--- src/rtl/traffic_light_sequencer.sv ---
// Phase scheduler: sequences RED -> GREEN -> YELLOW -> RED on 1 Hz ticks, shortens GREEN for
// pedestrian requests and latches a fault mode that drops the controller enable.
module traffic_light_sequencer #(
    parameter int RED_TIME    = 10,
    parameter int GREEN_TIME  = 7,
    parameter int YELLOW_TIME = 3,
    parameter int PED_GREEN   = 2
) (
    input  logic       i_clk,
    input  logic       i_rst_n,
    input  logic       i_tick,
    input  logic       i_run,
    input  logic       i_ped_req,
    input  logic       i_fault,
    input  logic       i_clear,
    output logic [1:0] o_state,
    output logic       o_en,
    output logic [6:0] o_remaining,
    output logic       o_ped_ack,
    output logic       o_fault
);

    typedef enum logic [2:0] {S_IDLE, S_RED, S_GREEN, S_YELLOW, S_FAULT} state_t;

    localparam logic [6:0] RED_T    = 7'(RED_TIME);
    localparam logic [6:0] GREEN_T  = 7'(GREEN_TIME);
    localparam logic [6:0] YELLOW_T = 7'(YELLOW_TIME);
    localparam logic [6:0] PED_T    = 7'(PED_GREEN);

    state_t     state, state_n;
    logic [6:0] count, count_n;
    logic       ped_pending, ped_n, ped_eff, ack_n;

    function automatic logic [1:0] state_code(input state_t s);
        case (s)
            S_RED:    return 2'b01;
            S_GREEN:  return 2'b11;
            S_YELLOW: return 2'b10;
            default:  return 2'b00;
        endcase
    endfunction

    // A request arriving this cycle counts as pending for truncation and RED-entry ack.
    assign ped_eff = ped_pending | (i_ped_req & ((state == S_GREEN) | (state == S_YELLOW)));

    always_comb begin
        state_n = state;
        count_n = count;
        ped_n   = ped_pending;
        ack_n   = 1'b0;
        if (i_fault) begin
            state_n = S_FAULT;
            count_n = '0;
            ped_n   = 1'b0;
        end else begin
            case (state)
                S_IDLE: begin
                    if (i_run) begin
                        state_n = S_RED;
                        count_n = RED_T;
                    end
                end
                S_FAULT: begin
                    if (i_clear) state_n = S_IDLE;
                end
                default: begin
                    if (!i_run) begin
                        state_n = S_IDLE;
                        count_n = '0;
                        ped_n   = 1'b0;
                    end else if (i_tick && count == 7'd1) begin
                        ped_n = ped_eff;
                        case (state)
                            S_RED: begin
                                state_n = S_GREEN;
                                count_n = GREEN_T;
                            end
                            S_GREEN: begin
                                state_n = S_YELLOW;
                                count_n = YELLOW_T;
                            end
                            default: begin
                                state_n = S_RED;
                                count_n = RED_T;
                                ack_n   = ped_eff;
                                ped_n   = 1'b0;
                            end
                        endcase
                    end else if (state == S_GREEN && ped_eff && count > PED_T) begin
                        // count > PED_GREEN implies count-1 >= PED_GREEN, so a coincident tick still lands here
                        count_n = PED_T;
                        ped_n   = 1'b1;
                    end else begin
                        ped_n = ped_eff;
                        if (i_tick) count_n = count - 7'd1;
                    end
                end
            endcase
        end
    end

    always_ff @(posedge i_clk or negedge i_rst_n) begin
        if (!i_rst_n) begin
            state       <= S_IDLE;
            count       <= '0;
            ped_pending <= 1'b0;
            o_state     <= 2'b00;
            o_en        <= 1'b0;
            o_ped_ack   <= 1'b0;
            o_fault     <= 1'b0;
        end else begin
            state       <= state_n;
            count       <= count_n;
            ped_pending <= ped_n;
            o_state     <= state_code(state_n);
            o_en        <= (state_n == S_RED) || (state_n == S_GREEN) || (state_n == S_YELLOW);
            o_ped_ack   <= ack_n;
            o_fault     <= (state_n == S_FAULT);
        end
    end

    assign o_remaining = count;

endmodule
--- config.mk ---
export PLATFORM = sky130hd
export DESIGN_NAME = traffic_light_sequencer
export DESIGN_NICKNAME = d
export VERILOG_FILES = /design/src/rtl/traffic_light_sequencer.sv
export SDC_FILE = /design/constraint.sdc
export NUM_CORES = 1
export LEC_CHECK = 0
export BUFFER_PORTS_ARGS = -buffer_cell sky130_fd_sc_hd__buf_2
export CAP_MARGIN = 20
export CORE_ASPECT_RATIO = 1.75
export CORE_MARGIN = 3
export CORE_UTILIZATION = 45
export DETAILED_ROUTE_END_ITERATION = 12
export GPL_TIMING_DRIVEN = 0
export PLACE_DENSITY = 0.76
export REMOVE_ABC_BUFFERS = 1
export SYNTH_ARGS = -nofsm -noshare
export SYNTH_HDL_FRONTEND = slang
export SYNTH_SLANG_ARGS = --single-unit
--- constraint.sdc ---
create_clock -name i_clk -period 5.3 [get_ports i_clk]
set_input_delay 0.265 -clock i_clk [delete_from_list [all_inputs] [get_ports i_clk]]
set_output_delay 0.265 -clock i_clk [all_outputs]
set_load 0.02 [all_outputs]
==> run metrics, run 1 <==
Clock Skew=1.493 ps; element type at the critical path start=register; final slew viol count=0; clock sinks=16; Crit. End Element=register; worst hold path class=input pin to register; FF+latch count, synth=16; Core Util, Final=0.5466; pin count of the biggest net entering global routing=17; Post-CTS Hold Fix Bufs=1; final wirelength=2175 um; I/O pins=19; Overall Global Routing Usage=0.1588; final hold violation count=0; unrepaired setup endpoints after global routing=no; Slew headroom=0.6592; share of total power in the clock network=0.246; ys flop type=dfrtp_1; H-tree levels=1; wire length of the first global-routing pass=3726 um; required time worst endpoint=5480 ps; Iter 0 DRT Violations=26; Initial Utilization=0.4823; Pwr per Cell Area=291.2 nW/um^2; global placement routability congestion=0.8753; Final setup viols=0; crit path max fanout=15; CTS resizes=0; postcts setup bufs=0; max frequency=0.4866 GHz; post-synth top area share=0.3917; ant diodes=0; grt total ovfl=0; total number of yosys warnings=0; setup TNS=0 ps; Post-Syn Area=1022 um^2; clock root buffer=clkbuf_4; Num CTS Buffers=3; Chip Height=69.05 um; status=finished, final reports clean; Fillers=193; FFs w/ async S/R, synth=1.000; cell internal pwr=0.2161 mW; dpl hpwl=1614 um; DRC Markers=0; standard-cell rows=22; slew at the pin with the worst max-slew slack=506.5 ps; Synth top cells by count=dfrtp_1 (16), nand2_1 (10), a21oi_1 (9), nor2_1 (9); Die ar.=2902 um^2; Final nets=141; Via Count=913; post-route ant nets=0; initial antenna violation count=0; Data arrival, critical path=2240 ps; top-count cell post-synth=dfrtp_1; EDFF count, synth=0; CTS Buffer Depth=2; CTS tree=yes; Tcrit/Tclk final=0.3877; logic gate share of total power=0.315; switching share of power=0.3597; Pre-Repair DR Iteration Count=4; maxcap violations=0; crit path time final=2055 ps; Reg power frac=0.439; vias per cell=5.929; P_leak=0.5032 nW; Seq/Total Area, Yosys=0.3917; leading area contributor after synthesis=dfrtp_1; clock-pin slew on the worst setup and hold paths=90 ps; layout overhead on the synthesized area=13.34%; DR WL/cell=14.12 um; syn_area_per_cell=9.127 um^2; cell count after synthesis=112; worst vdd ir=0.1404 mV; # port buffers=18; die width=42.03 um; layout cells sized above 1=0.2308; WS Path Type=register to register; Cell variety after synth=41; largest cells by area after synthesis=dfrtp_1 (39%), a21oi_1 (4.4%), ha_1 (3.7%); clk_lat worst skew=290 ps; vias in the first global route=843; Core Area=2120 um^2; switching pwr=0.1214 mW
path summary, 6_finish.rpt:
path / start / end / slack [ps] / depth (start not counted)
worst max-delay path: state[1] / o_remaining[5] / 3250 / 5
worst min-delay path: i_fault / o_remaining[1] / 220 / 2
worst max register to register: state[1] / o_remaining[5] / 3250 / 5
worst min register to register: o_remaining[6] / o_remaining[6] / 600 / 2
max in group asynchronous: i_rst_n / o_remaining[5] / 4640 / 2
min in group asynchronous: i_rst_n / o_remaining[4] / 400 / 2
area by class of cell:
| cell class | instances | area [um^2] | share of cell area |
|---|---|---|---|
| flip-flops and latches | 16 | 400.4 | 0.3456 |
| multi-input cells | 85 | 569.3 | 0.4914 |
| inverters | 6 | 22.52 | 0.01944 |
| well taps | 24 | 30.03 | 0.02592 |
| repair buffers | 19 | 100.1 | 0.08639 |
| clock buffers | 4 | 36.28 | 0.03132 |
metal layers:
| metal | GRT usage | wire length [um] | vias to the layer above |
|---|---|---|---|
| met3 | 0.01828 | 117 | 5 |
| met1 | 0.1980 | 894 | 441 |
| met4 | 0.05190 | 40 | 0 |
| met5 | 0 | 0 | - |
| li1 | - | - | 437 |
| met2 | 0.2776 | 1122 | 30 |
sequential cells by signal (all words and copies together), names as in the netlist:
name and cells:
o_en 1, o_fault 1, o_ped_ack 1, o_remaining 7, o_state 2, ped_pending 1, state 3
power by group through the flow:
stage	registers [mW]	clock network, mW	logic [mW]
floorplan	0.159	0	0.0681
global placement	0.150	0	0.103
detailed placement	0.151	0	0.106
CTS	0.148	0.0859	0.107
global route	0.151	0.0898	0.120
finish	0.148	0.0829	0.106
kinds of logic (layout without fill, tap and decap cells):
group,Yosys count,after routing,share of synthesized area
buffers and inverters,11,29,0.05141
flip-flops,16,16,0.3917
XOR/XNOR,3,3,0.02571
AND/OR/NAND/NOR,46,46,0.2522
adder cells (fa/ha/maj),3,3,0.03672
AO/OA/AOI/OAI,33,33,0.2424
critical path, cell delays in order, from the launching register on:
cell     delay (ps)
dfrtp_1         640
nor3_1          160
or2_2           360
o32ai_4         450
or2b_1          240
o22ai_1          90
stage by stage:
step	setup WS [ps]	total power, mW	instances	area (um^2)	hold slack [ps]
CTS	3285	0.3413	154	1159	214.8
global route	3122	0.3607	154	1159	216.1
global placement	3309	0.2530	149	1112	195.8
detailed placement	3284	0.2569	149	1112	200.5
finish	3245	0.3374	154	1159	215.7
floorplan	3423	0.2266	107	992.2	-30.59
placed cells by master, fill, tap and decap left out, drive strengths merged:
cell type,instances
a211oi,1
a21o,1
a21oi,9
a311oi,1
a31oi,1
and4,1
buf,18
clkbuf,4
dfrtp,16
dlygate4sd3,1
ha,3
inv,6
nand2,10
nand2b,2
nand3,3
nand4,1
nor2,9
nor2b,2
nor3,8
nor3b,3
nor4,1
nor4b,2
o211ai,1
o21a,1
o21ai,7
o21bai,2
o22a,1
o22ai,3
o31ai,3
o32ai,1
o41ai,1
or2,2
or2b,1
or3,1
xnor2,2
xor2,1
Note: power is estimated with default switching activity, not from simulation.
==> run 2, diff against run 1 <==
Clock period 5.3 ns to 2.1 ns, I/O delays scaled along.
==> run metrics, run 2 (same netlist as run 1, synthesis figures left out) <==
ant diodes=0 (unchanged); Data arrival, critical path=2180 ps (-60 ps); global placement routability congestion=0.8753 (unchanged); Core Area=2120 um^2 (unchanged); dpl cells=149 (unchanged); status=finished, final reports clean; I/O pins=19 (unchanged); die width=42.03 um (unchanged); slew at the pin with the worst max-slew slack=507.4 ps (+0.8887 ps); Pre-Repair DR Iteration Count=4 (unchanged); worst vdd ir=0.3520 mV (+150%); Chip Height=69.05 um (unchanged); Num CTS Buffers=3 (unchanged); Iter 0 DRT Violations=41 (+58%); unrepaired setup endpoints after global routing=no; crit path max fanout=12 (-3); Initial Utilization=0.4823 (unchanged); wire length of the first global-routing pass=3726 um (unchanged); grt total ovfl=0 (unchanged); Core Util, Final=0.5484 (+0.001771); Clock Skew=1.709 ps (+0.2159 ps); clock-pin slew on the worst setup and hold paths=90 ps (about the same); DR WL/cell=14.12 um (about the same); CTS Buffer Depth=2 (unchanged); pin count of the biggest net entering global routing=17 (unchanged); clk_lat worst skew=290 ps (about the same); worst hold path class=input pin to register; final hold violation count=0 (unchanged); dpl hpwl=1614 um (unchanged); most frequent cells in the layout=buf_2 (18), dfrtp_1 (13), nand2_1 (10), nor2_1 (9), a21oi_1 (9); Final nets=141 (unchanged); post-route ant nets=0 (unchanged); Slew headroom=0.6586 (about the same); vias in the first global route=843 (unchanged); Design Area, Final=1162 um^2 (+0.32%); initial antenna violation count=0 (unchanged); Die ar.=2902 um^2 (unchanged); Tcrit/Tclk final=0.9341 (+0.5464); Overall Global Routing Usage=0.1588 (unchanged); Crit. End Element=register; Final setup viols=0 (unchanged); max frequency=0.5098 GHz (+4.8%); Cell Area, Placed=1112 um^2 (unchanged); # port buffers=18 (unchanged); DRC Markers=0 (unchanged); clock root buffer=clkbuf_4; postcts setup bufs=0 (unchanged); setup TNS=0 ps (unchanged); layout overhead on the synthesized area=13.71%; P_leak=0.4988 nW (-0.87%); required time worst endpoint=2320 ps (-3160 ps); commonest non-fill, non-tap cell in the layout=buf_2; non-filler instance count after layout=154 (unchanged); final wirelength=2174 um (about the same); CTS tree=yes; H-tree levels=1 (unchanged); max reg flops=7 (unchanged); final slew viol count=0 (unchanged); maxcap violations=0 (unchanged); vias per cell=5.896 (-0.55%); total chip power=0.8509 mW (+150%); clock sinks=16 (unchanged); element type at the critical path start=register; WS Path Type=register to register; crit path time final=1962 ps (-93.32 ps); standard-cell rows=22 (unchanged); layout cells sized above 1=0.2538 (+0.02308); Pwr per Cell Area=732.1 nW/um^2 (+150%); Via Count=908 (-0.55%)
==> run 2: cell counts in the layout (fill, tap and decap cells not counted) <==
No cell type changed its count.
==> run 2: per-layer routing <==
metal  track usage  vias up  share of wire
met4       0.05190        0          0.018
met3       0.01828        5          0.054
met1        0.1980      435           0.40
li1              -      438              -
met2        0.2776       30           0.52
met5             0        -              0
==> run 2: worst paths after layout <==
| path | startpoint | endpoint | slack [ps] | cells past startpoint |
|---|---|---|---|---|
| min | i_fault | o_remaining[1] | 60 | 2 |
| max | o_remaining[0] | o_remaining[5] | 140 | 7 |
| max reg2reg | o_remaining[0] | o_remaining[5] | 140 | 7 |
| max in group asynchronous | i_rst_n | state[1] | 1590 | 2 |
| min in group asynchronous | i_rst_n | o_remaining[4] | 240 | 2 |
| min reg2reg | o_remaining[5] | o_remaining[5] | 600 | 2 |
==> run 2: power breakdown <==
group | switching [mW] | internal (mW)
logic | 0.161 | 0.108
clock network | 0.102 | 0.106
registers | 0.0419 | 0.332
total | 0.305 | 0.546
==> run 2: timing repair <==
item | in CTS | in global routing
endpoints found under the hold margin | 16 | 0
setup endpoints to repair | 0 | 3
hold buffers | 1 | 0
resized for setup | 0 | 3
==> run 2: area by class of cell <==
cell class | count | area, um^2
Multi-Input combinational cell | 85 | 569.3
Inverter | 6 | 22.52
Fill cell | 191 | 957.2
Sequential cell | 16 | 404.1
Timing Repair Buffer | 19 | 100.1
Tap cell | 24 | 30.03
Clock buffer | 4 | 36.28
==> run 2: worst max-delay path, stage by stage (launching register included) <==
cell	delay, ps
dfrtp_1	480
inv_1	100
ha_1	190
nand2b_1	170
a31oi_4	310
o32ai_4	180
or2b_1	310
o22ai_1	140
==> run 2: stage by stage <==
step / worst slack, ps / hold WS (ps)
final: 138.4 / 55.00
after global routing: 16.39 / 56.07
after CTS: 85.48 / 54.83
after detailed placement: 83.95 / 40.47
after global placement: 109.3 / 35.85
after floorplan: 222.8 / -190.6
==> run 3, diff against run 2 <==
Settings changed: CORE_ASPECT_RATIO 1.75 to not set, CORE_UTILIZATION 45 to 54, CTS_BUF_LIST set to sky130_fd_sc_hd__clkbuf_4 sky130_fd_sc_hd__clkbuf_8 sky130_fd_sc_hd__clkbuf_16, PLACE_DENSITY 0.76 to 0.87.
==> run metrics, run 3 (same netlist as run 1, synthesis figures left out) <==
status=finished, final reports clean; delay-heaviest family, CP=simple AND/OR/NAND/NOR gates; met1 usage=0.2631 (+0.06504); required time worst endpoint=2280 ps (-40 ps); CTS Buffer Depth=2 (unchanged); Via Count=924 (+1.8%); Final nets=141 (unchanged); global placement routability congestion=0.8071 (-7.8%); Overall Global Routing Usage=0.1961 (+0.03734); layout overhead on the synthesized area=14.69%; multi-input logic area=576.8 um^2 (+1.3%); dpl hpwl=1570 um (-2.7%); Core Area=1764 um^2 (-17%); hold endpoint=o_remaining[1]; pin count of the biggest net entering global routing=17 (unchanged); final slew viol count=0 (unchanged); initial antenna violation count=0 (unchanged); internal reg-to-reg setup slack=90 ps (-50 ps); ant diodes=0 (unchanged); max reg flops=7 (unchanged); Worst Hold Slack=65.71 ps (+10.71 ps); Hold Startpoint=i_fault; final wirelength=2145 um (-1.3%); crit path time final=2007 ps (+45.82 ps); slew at the pin with the worst max-slew slack=534.6 ps (+27.26 ps); Die ar.=2451 um^2 (-16%); Iter 0 DRT Violations=33 (-20%); GR peak layer=met2; Tcrit/Tclk final=0.9559 (+0.02182); Num CTS Buffers=3 (unchanged); Data arrival, critical path=2190 ps (about the same); Crit-path slowest cell=o32ai_4; vias per cell=5.961 (+1.1%); wire length of the first global-routing pass=3746 um (+0.54%); reg-to-reg endpoint=o_remaining[6]; crit-path max cell delay=530 ps (+50 ps); unrepaired setup endpoints after global routing=no; cell internal pwr=0.5482 mW (+0.42%); WHS Path Cells=2 (unchanged); I/O pins=19 (unchanged); postcts setup bufs=0 (unchanged); Initial Utilization=0.5794 (+0.09714); DRC Markers=0 (unchanged); R2R Path Start=state[1]; share of total power in the clock network=0.242 (-0.003); grt total ovfl=0 (unchanged); Slew headroom=0.6436 (-0.01506); max frequency=0.4981 GHz (-2.3%); most frequent cells in the layout=buf_2 (18), dfrtp_1 (12), nand2_1 (10), nor2_1 (9), a21oi_1 (9); critical path buffer and inverter count=0 (-1); Fillers=159 (-17%); CTS tree=yes; vias in the first global route=825 (-2.1%); total chip power=0.8580 mW (+0.83%); layout cells sized above 1=0.2692 (+0.01538); worst vdd ir=0.4441 mV (+26%); FF+latch area=405.4 um^2 (+0.31%); maxcap violations=0 (unchanged); Core Util, Final=0.6645 (+0.1161); Worst Reg2Reg Path Length in Cells=5 (-2); Crit. End Element=register; die width=49.51 um (+18%); worst hold path class=input pin to register; P_leak=0.5026 nW (+0.75%); H-tree levels=1 (unchanged); Pre-Repair DR Iteration Count=4 (unchanged); post-route ant nets=0 (unchanged); M2 GR Usage=0.3013 (+0.02375); switching share of power=0.3610 (+0.002597); clock root buffer=clkbuf_4; Pwr per Cell Area=731.8 nW/um^2 (about the same); standard-cell rows=15 (-32%); setup TNS=0 ps (unchanged); switching pwr=0.3097 mW (+1.6%); Final setup viols=0 (unchanged); WS Path Type=register to register; element type at the critical path start=register; crit path max fanout=15 (+3); clk_lat worst skew=290 ps (about the same); # port buffers=18 (unchanged); Chip Height=49.51 um (-28%); clock-pin slew on the worst setup and hold paths=90 ps (about the same); logic gate share of total power=0.319 (+0.003); DR WL/cell=13.84 um (-2.0%); Reg power frac=0.439 (about the same); commonest non-fill, non-tap cell in the layout=buf_2; M3 GR Usage=0.03625 (+0.01798); crit path cell chain=nor3_1, or2_2, o32ai_4, or2b_1, o22ai_2; Clock Skew=1.012 ps (-0.6973 ps); clock sinks=16 (unchanged); final hold violation count=0 (unchanged)
## run 3: changes by cell type in the layout (fill, tap and decap cells not counted)
| cell | delta |
|---|---|
| o41ai_1 | -1 |
| o41ai_2 | +1 |
| dfrtp_2 | +1 |
| dfrtp_1 | -1 |
## run 3: power groups by stage
| stage | combinational, mW | clock, mW | sequential [mW] |
|---|---|---|---|
| final | 0.274 | 0.207 | 0.377 |
| after global routing | 0.302 | 0.224 | 0.382 |
| after CTS | 0.270 | 0.208 | 0.375 |
| after detailed placement | 0.265 | 0 | 0.381 |
| after global placement | 0.257 | 0 | 0.378 |
| after floorplan | 0.172 | 0 | 0.400 |
## run 3: repair_timing
item	in CTS	in global routing
hold buffers	1	0
gates resized for setup	0	5
hold endpoints to repair	16	0
endpoints found under the setup margin	0	4
## run 3: stage by stage
step | instance area [um^2] | worst slack (ps) | instances
final | 1172 | 92.56 | 155
after global routing | 1172 | 0.1128 | 155
after global placement | 1114 | 109.0 | 150
after detailed placement | 1114 | 59.68 | 150
after CTS | 1160 | 49.09 | 155
after floorplan | 992.2 | 222.8 | 107
## run 3: final cells by class
cell class | instances | area share
Multi-Input combinational cell | 85 | 0.4920
Sequential cell | 16 | 0.3458
Timing Repair Buffer | 19 | 0.08538
Clock buffer | 4 | 0.03095
Tap cell | 25 | 0.02668
Inverter | 6 | 0.01921
## run 3: worst max path at each step
stage,startpoint,end,cells after the start
3_3_place_gp,state[1],o_remaining[6],5
3_5_place_dp,state[1],o_remaining[6],5
2_1_floorplan,o_remaining[0],o_remaining[6],7
4_1_cts,state[1],o_remaining[6],5
5_1_grt,state[1],o_remaining[6],5
6_report,state[1],o_remaining[6],5
## run 3: per-layer routing
metal | wire length [um] | vias up
met2 | 1007 | 30
met1 | 978 | 440
li1 | - | 447
met3 | 115 | 7
met5 | 0 | -
met4 | 43 | 0
